<file path="src/rtl/irq_pkg.sv">
// ---------------------------------------------------------------------------
// irq_pkg
//   Shared definitions for the three-bus interrupt scheduler:
//     NCH / NBUS   : channels per request bus and number of buses
//     CHW / BUSW   : widths of the granted channel index and bus code
//     irq_state_e  : scheduler FSM states (IDLE, GRANT, SERVICE)
//     BUS_A/B/C    : bus codes as presented on gnt_bus
//     lowest_idx() : index of the lowest set bit of a request vector
// ---------------------------------------------------------------------------
package irq_pkg;

    localparam int NCH  = 9;
    localparam int NBUS = 3;
    localparam int CHW  = 4;
    localparam int BUSW = 2;

    typedef enum logic [1:0] {
        ST_IDLE    = 2'd0,
        ST_GRANT   = 2'd1,
        ST_SERVICE = 2'd2
    } irq_state_e;

    localparam logic [BUSW-1:0] BUS_A = 2'd0;
    localparam logic [BUSW-1:0] BUS_B = 2'd1;
    localparam logic [BUSW-1:0] BUS_C = 2'd2;

    // Lowest set bit wins. The vector is zero-extended to 16 bits so the
    // helper works for any channel count that fits in CHW bits. Scanning
    // from the top down lets the last assignment (lowest index) stick.
    function automatic logic [CHW-1:0] lowest_idx(input logic [15:0] v);
        logic [CHW-1:0] idx;
        idx = '0;
        for (int i = 15; i >= 0; i--) begin
            if (v[i]) begin
                idx = CHW'(i);
            end
        end
        return idx;
    endfunction

endpackage

</file>
<file path="src/rtl/irq_prio_resolve.sv">
// ---------------------------------------------------------------------------
// irq_prio_resolve
//   Purely combinational fixed-priority resolver over three buses of
//   eligible interrupt bits. Bus A beats B, B beats C; inside a bus the
//   lowest channel index wins.
//   Ports:
//     elig_a/b/c : NCH eligible bits per bus (pending AND enable)
//     any        : at least one bit is eligible
//     bus        : winning bus code (BUS_A/BUS_B/BUS_C), 0 when none
//     ch         : winning channel index, 0 when none
// ---------------------------------------------------------------------------
module irq_prio_resolve
    import irq_pkg::*;
#(
    parameter int NCH = irq_pkg::NCH
) (
    input  logic [NCH-1:0]  elig_a,
    input  logic [NCH-1:0]  elig_b,
    input  logic [NCH-1:0]  elig_c,
    output logic            any,
    output logic [BUSW-1:0] bus,
    output logic [CHW-1:0]  ch
);

    logic any_a;
    logic any_b;
    logic any_c;

    assign any_a = |elig_a;
    assign any_b = |elig_b;
    assign any_c = |elig_c;

    always_comb begin
        any = any_a | any_b | any_c;
        bus = BUS_A;
        ch  = '0;
        if (any_a) begin
            bus = BUS_A;
            ch  = lowest_idx(16'(elig_a));
        end else if (any_b) begin
            bus = BUS_B;
            ch  = lowest_idx(16'(elig_b));
        end else if (any_c) begin
            bus = BUS_C;
            ch  = lowest_idx(16'(elig_c));
        end
    end

endmodule

</file>
<file path="src/rtl/irq_sched.sv">
// ---------------------------------------------------------------------------
// irq_sched
//   Three-bus interrupt scheduler. Request levels are latched into pending
//   registers; pending bits that are enabled compete through a fixed
//   priority resolver. The winner is granted, held until acknowledged,
//   then kept in service until end-of-interrupt. No preemption.
//
//   Handshake: a grant is offered while gnt_valid=1 (GRANT state only) and
//   is taken on any rising edge where gnt_ack=1; gnt_bus/gnt_ch never
//   change while offered. eoi is only honoured in SERVICE; gnt_ack is only
//   honoured in GRANT. When both arrive in GRANT, only the ack is taken.
//
//   Ports:
//     clk, rst            : clock, synchronous active-high reset
//     req_a/b/c [NCH]     : request levels per bus (bit 0 = highest prio)
//     en [NCH]            : per-channel enable shared by all buses
//     gnt_ack, eoi        : grant acceptance, end of interrupt
//     gnt_valid           : grant presented (GRANT state)
//     gnt_bus [2], gnt_ch [4] : granted bus code and channel index
//     busy                : in GRANT or SERVICE
//     pend_a/b/c [NCH]    : pending registers
//     state_dbg           : current FSM state
// ---------------------------------------------------------------------------
module irq_sched
    import irq_pkg::*;
#(
    parameter int NCH = irq_pkg::NCH
) (
    input  logic            clk,
    input  logic            rst,
    input  logic [NCH-1:0]  req_a,
    input  logic [NCH-1:0]  req_b,
    input  logic [NCH-1:0]  req_c,
    input  logic [NCH-1:0]  en,
    input  logic            gnt_ack,
    input  logic            eoi,
    output logic            gnt_valid,
    output logic [BUSW-1:0] gnt_bus,
    output logic [CHW-1:0]  gnt_ch,
    output logic            busy,
    output logic [NCH-1:0]  pend_a,
    output logic [NCH-1:0]  pend_b,
    output logic [NCH-1:0]  pend_c,
    output irq_state_e      state_dbg
);

    irq_state_e      state_q,   state_d;
    logic [NCH-1:0]  pend_a_q,  pend_a_d;
    logic [NCH-1:0]  pend_b_q,  pend_b_d;
    logic [NCH-1:0]  pend_c_q,  pend_c_d;
    logic [BUSW-1:0] gnt_bus_q, gnt_bus_d;
    logic [CHW-1:0]  gnt_ch_q,  gnt_ch_d;

    logic [NCH-1:0]  elig_a;
    logic [NCH-1:0]  elig_b;
    logic [NCH-1:0]  elig_c;
    logic            res_any;
    logic [BUSW-1:0] res_bus;
    logic [CHW-1:0]  res_ch;

    logic [NCH-1:0]  ch_onehot;
    logic [NCH-1:0]  clr_a;
    logic [NCH-1:0]  clr_b;
    logic [NCH-1:0]  clr_c;

    // Masked pending bits stay in the register; they simply do not compete.
    assign elig_a = pend_a_q & en;
    assign elig_b = pend_b_q & en;
    assign elig_c = pend_c_q & en;

    irq_prio_resolve #(
        .NCH (NCH)
    ) u_resolve (
        .elig_a (elig_a),
        .elig_b (elig_b),
        .elig_c (elig_c),
        .any    (res_any),
        .bus    (res_bus),
        .ch     (res_ch)
    );

    assign ch_onehot = NCH'(1) << gnt_ch_q;

    // Next state, grant capture and pending-clear selection.
    always_comb begin
        state_d   = state_q;
        gnt_bus_d = gnt_bus_q;
        gnt_ch_d  = gnt_ch_q;
        clr_a     = '0;
        clr_b     = '0;
        clr_c     = '0;
        case (state_q)
            ST_IDLE: begin
                if (res_any) begin
                    state_d   = ST_GRANT;
                    gnt_bus_d = res_bus;
                    gnt_ch_d  = res_ch;
                end
            end
            ST_GRANT: begin
                // eoi is deliberately not looked at here.
                if (gnt_ack) begin
                    state_d = ST_SERVICE;
                    case (gnt_bus_q)
                        BUS_A:   clr_a = ch_onehot;
                        BUS_B:   clr_b = ch_onehot;
                        BUS_C:   clr_c = ch_onehot;
                        default: ;
                    endcase
                end
            end
            ST_SERVICE: begin
                if (eoi) begin
                    state_d = ST_IDLE;
                end
            end
            default: begin
                state_d = ST_IDLE;
            end
        endcase
    end

    // A request in the same cycle as the clear of its own bit wins,
    // so a requester holding its line keeps the bit pending.
    always_comb begin
        pend_a_d = (pend_a_q & ~clr_a) | req_a;
        pend_b_d = (pend_b_q & ~clr_b) | req_b;
        pend_c_d = (pend_c_q & ~clr_c) | req_c;
    end

    always_ff @(posedge clk) begin
        if (rst) begin
            state_q   <= ST_IDLE;
            pend_a_q  <= '0;
            pend_b_q  <= '0;
            pend_c_q  <= '0;
            gnt_bus_q <= '0;
            gnt_ch_q  <= '0;
        end else begin
            state_q   <= state_d;
            pend_a_q  <= pend_a_d;
            pend_b_q  <= pend_b_d;
            pend_c_q  <= pend_c_d;
            gnt_bus_q <= gnt_bus_d;
            gnt_ch_q  <= gnt_ch_d;
        end
    end

    assign gnt_valid = (state_q == ST_GRANT);
    assign busy      = (state_q == ST_GRANT) || (state_q == ST_SERVICE);
    assign gnt_bus   = gnt_bus_q;
    assign gnt_ch    = gnt_ch_q;
    assign pend_a    = pend_a_q;
    assign pend_b    = pend_b_q;
    assign pend_c    = pend_c_q;
    assign state_dbg = state_q;

endmodule

</file>
<file path="config.mk">
export PLATFORM = sky130hd
export DESIGN_NAME = irq_sched
export DESIGN_NICKNAME = d
export VERILOG_FILES = /design/src/rtl/irq_pkg.sv /design/src/rtl/irq_prio_resolve.sv /design/src/rtl/irq_sched.sv
export SDC_FILE = /design/constraint.sdc
export NUM_CORES = 1
export LEC_CHECK = 0
export BUFFER_PORTS_ARGS = -buffer_cell sky130_fd_sc_hd__buf_2
export CORE_ASPECT_RATIO = 2
export CORE_UTILIZATION = 47
export DETAILED_ROUTE_END_ITERATION = 12
export PLACE_DENSITY = 0.76
export SETUP_SLACK_MARGIN = 0.4
export SLEW_MARGIN = 40
export SYNTH_ARGS = -nofsm -noshare
export SYNTH_HDL_FRONTEND = slang
export SYNTH_SLANG_ARGS = --single-unit
export TNS_END_PERCENT = 10
</file>
<file path="constraint.sdc">
create_clock -name clk -period 2.2 [get_ports clk]
set_clock_uncertainty 0.2 [all_clocks]
set_input_delay 0.44 -clock clk [delete_from_list [all_inputs] [get_ports clk]]
set_output_delay 0.44 -clock clk [all_outputs]
set_load 0.02 [all_outputs]
</file>
==> flow_summary.ini <==
[worst_setup_path]
critPathRequiredTime_ps = 2150
worst_r2r_endpoint = state_dbg[1]
cp_max_fo = 5
crit_buf_inv = 2
r2r_start = state_dbg[0]
slowest_stage = o41ai_4
path_delay_family = compound AO/OA/AOI/OAI gates
worstPathCellList = inv_1, ha_1, inv_1, o41ai_4, mux2i_1, nor2_1
reg2reg_depth = 6
rrSetupSlack_ps = 300
cpPeakStageDelay_ps = 390
crit_path_frequent_cell = inv_1
cp-end-kind = flip-flop
cp.arrival_ps = 1860
worstSetupPathType = flip-flop to flip-flop
worst_setup_path_start_kind = flip-flop

[timing]
grt_setup_unrepaired = yes
totalNegativeSetupSlack_ps = 0
hold_slack_ps = 166
slew_viol_final = 0
post-route-min-period_ps = 1900
fmax_mhz = 525
tightestPinTransition_ps = 659
setup_viol = 0
slew_headroom_pct = 56.1
period_share_pct = 86.5
hold_viol_final = 0

[final_layout]
multiInputGateArea_mm2 = 0.00105
regArea_um2 = 706
antenna_cells = 0
final_design_area_no_fill_mm2 = 0.00246
nets = 359
fillers = 377
drive_gt1_share_pct = 37.2
area_growth_pct = 35.4

[floorplanning]
dieWidth_um = 46.0
core_region_area_mm2 = 0.00365
fp.dieH_um = 90.0
start_util_pct = 49.9
die_area_mm2 = 0.00414
ios = 77
row_count = 31

[cts]
clock_latency_ps = 290
cts_root_buffer = clkbuf_8
clockBufferDepth = 2
clkTransAtPathRegs_ps = 80
tritoncts = done
htree_levels = 2
cts_buffers = 5
clkSinkCount = 35
postCtsHoldBufs = 0

[drt]
detail-route-antenna-nets = 0
wl_per_cell_um = 15.8
firstDrtPassIters = 4
viasPerCell = 5.70
drt_iter0_markers = 49
wirelength_um = 5790
drc = 0
vias = 2088

[logic_synthesis]
ys_ff_latch = 35
ys_seq_area_share_pct = 38.5
ys.flop_type = dfxtp_1
synth_nets = 274
synth.most_common_cell = dfxtp_1
synth_area_mm2 = 0.00182
synth_edf_count = 0
synth_commonest_cells = dfxtp_1, inv_1, a21oi_1, o21ai_0, nand2_1
synth_area_leaders = dfxtp_1, a21oi_1, o21ai_0
async_flop_share_pct = 0
syn_inst = 231
synth_cell_types = 41
ys_warn_count = 0
yosysTopAreaCell = dfxtp_1
synth.avg_cell_area_um2 = 7.88
synth_top_cell_area_share_pct = 38.5

[worst_hold_path]
hold_end = pend_a[7]
hold_path_depth = 3
min_path_type = input pin to flip-flop
min_from = req_a[7]

[global_route]
grt_pass1_vias = 2002
grtUsageTotal_pct = 30.2
antenna_found_initial = 0
grt_max_degree = 36
grt_pass1_wl_um = 9190
grt_overflow = 0

[power]
power.total_mw = 1.96
p_comb_share_pct = 36.1
p_int_mw = 1.20
p_per_area_mw_per_mm2 = 797
ir_drop_v = 0.000695
clkPwrFrac_pct = 23.3
p_sw_share_pct = 39.0
power_frac_seq_pct = 40.7
power.switching_uw = 765
leakagePower_nw = 1.21

[placed_design]
port_buffers = 76
placed_area_mm2 = 0.00227
place_congestion = 0.903
place_hpwl_um = 4210

[run_status]
status = complete, no violations

[run]
drv_cap = 0
[logic make-up after synthesis]
family	share of synthesized area (%)
buffers and inverters	8.25
AOI/OAI and AO/OA	36.0
DFF	38.5
muxes	0.550
adders and majority gates	2.06
and+or+nand+nor	14.7
[cells in the final DEF, fill, tap and decap left out, types with 5 or more instances in the layout]
| cell | instances |
|---|---|
| nor2_1 | 12 |
| inv_1 | 32 |
| dfxtp_1 | 31 |
| a22oi_2 | 12 |
| buf_2 | 76 |
| buf_4 | 8 |
| nand2_1 | 23 |
| a21oi_1 | 30 |
| o21ai_0 | 29 |
| clkbuf_8 | 5 |
[area by class of cell]
type,count,area share (%)
Inverter,32,4.88
Multi-Input combinational cell,158,42.7
Timing Repair Buffer,84,17.9
Tap cell,49,2.49
Clock inverter,3,0.610
Clock buffer,5,2.79
Sequential cell,35,28.7
[registers in the layout, indices dropped and copies added (netlist names)]
register and count:
gnt_bus 2, gnt_ch 4, pend_a 9, pend_b 9, pend_c 9, state_dbg 2
[tightest hold or removal path, cell delays in order]
cell     delay, ps
buf_2           90
inv_1           40
a21oi_1         50
[power by group through the flow]
stage | Clock [mW] | Sequential, mW | Combinational [mW]
after floorplan | 0 | 0.873 | 0.360
after global placement | 0 | 0.805 | 0.643
after detailed placement | 0 | 0.804 | 0.652
after CTS | 0.462 | 0.793 | 0.686
after global routing | 0.496 | 0.807 | 0.765
final | 0.457 | 0.798 | 0.708
[worst max path at each step]
stage                       from            to  slack, ps  cells past startpoint
floorplan              pend_c[1]  state_dbg[1]        330                      6
global placement           en[5]     gnt_ch[1]         30                      6
detailed placement         en[5]  state_dbg[1]        -20                      7
CTS                    pend_a[3]  state_dbg[1]        320                      6
global route           pend_a[7]  state_dbg[1]        180                      6
finish              state_dbg[0]  state_dbg[1]        300                      6
[routing by layer]
metal  part of all wire, %  vias to the layer above  global-route usage (%)
li1                      -                     1001                       -
met1                    36                      995                    32.1
met2                    56                       78                    50.4
met3                   5.1                       14                    5.02
met4                   3.4                        0                    19.9
met5                     0                        -                       0
[timing repair]
item,4_1_cts,5_1_grt
gates resized for setup,10,4
pin swaps,10,6
endpoints found under the setup margin,17,35
setup buffers,7,0
[metrics by stage]
stage | instances | worst slack, ps | utilization (%)
finish | 366 | 297 | 67.5
global route | 366 | 176 | 67.5
CTS | 366 | 315 | 67.1
detailed placement | 351 | -23.6 | 62.3
global placement | 351 | 33.1 | 62.3
floorplan | 231 | 326 | -
(Power assumes the default switching activity.)
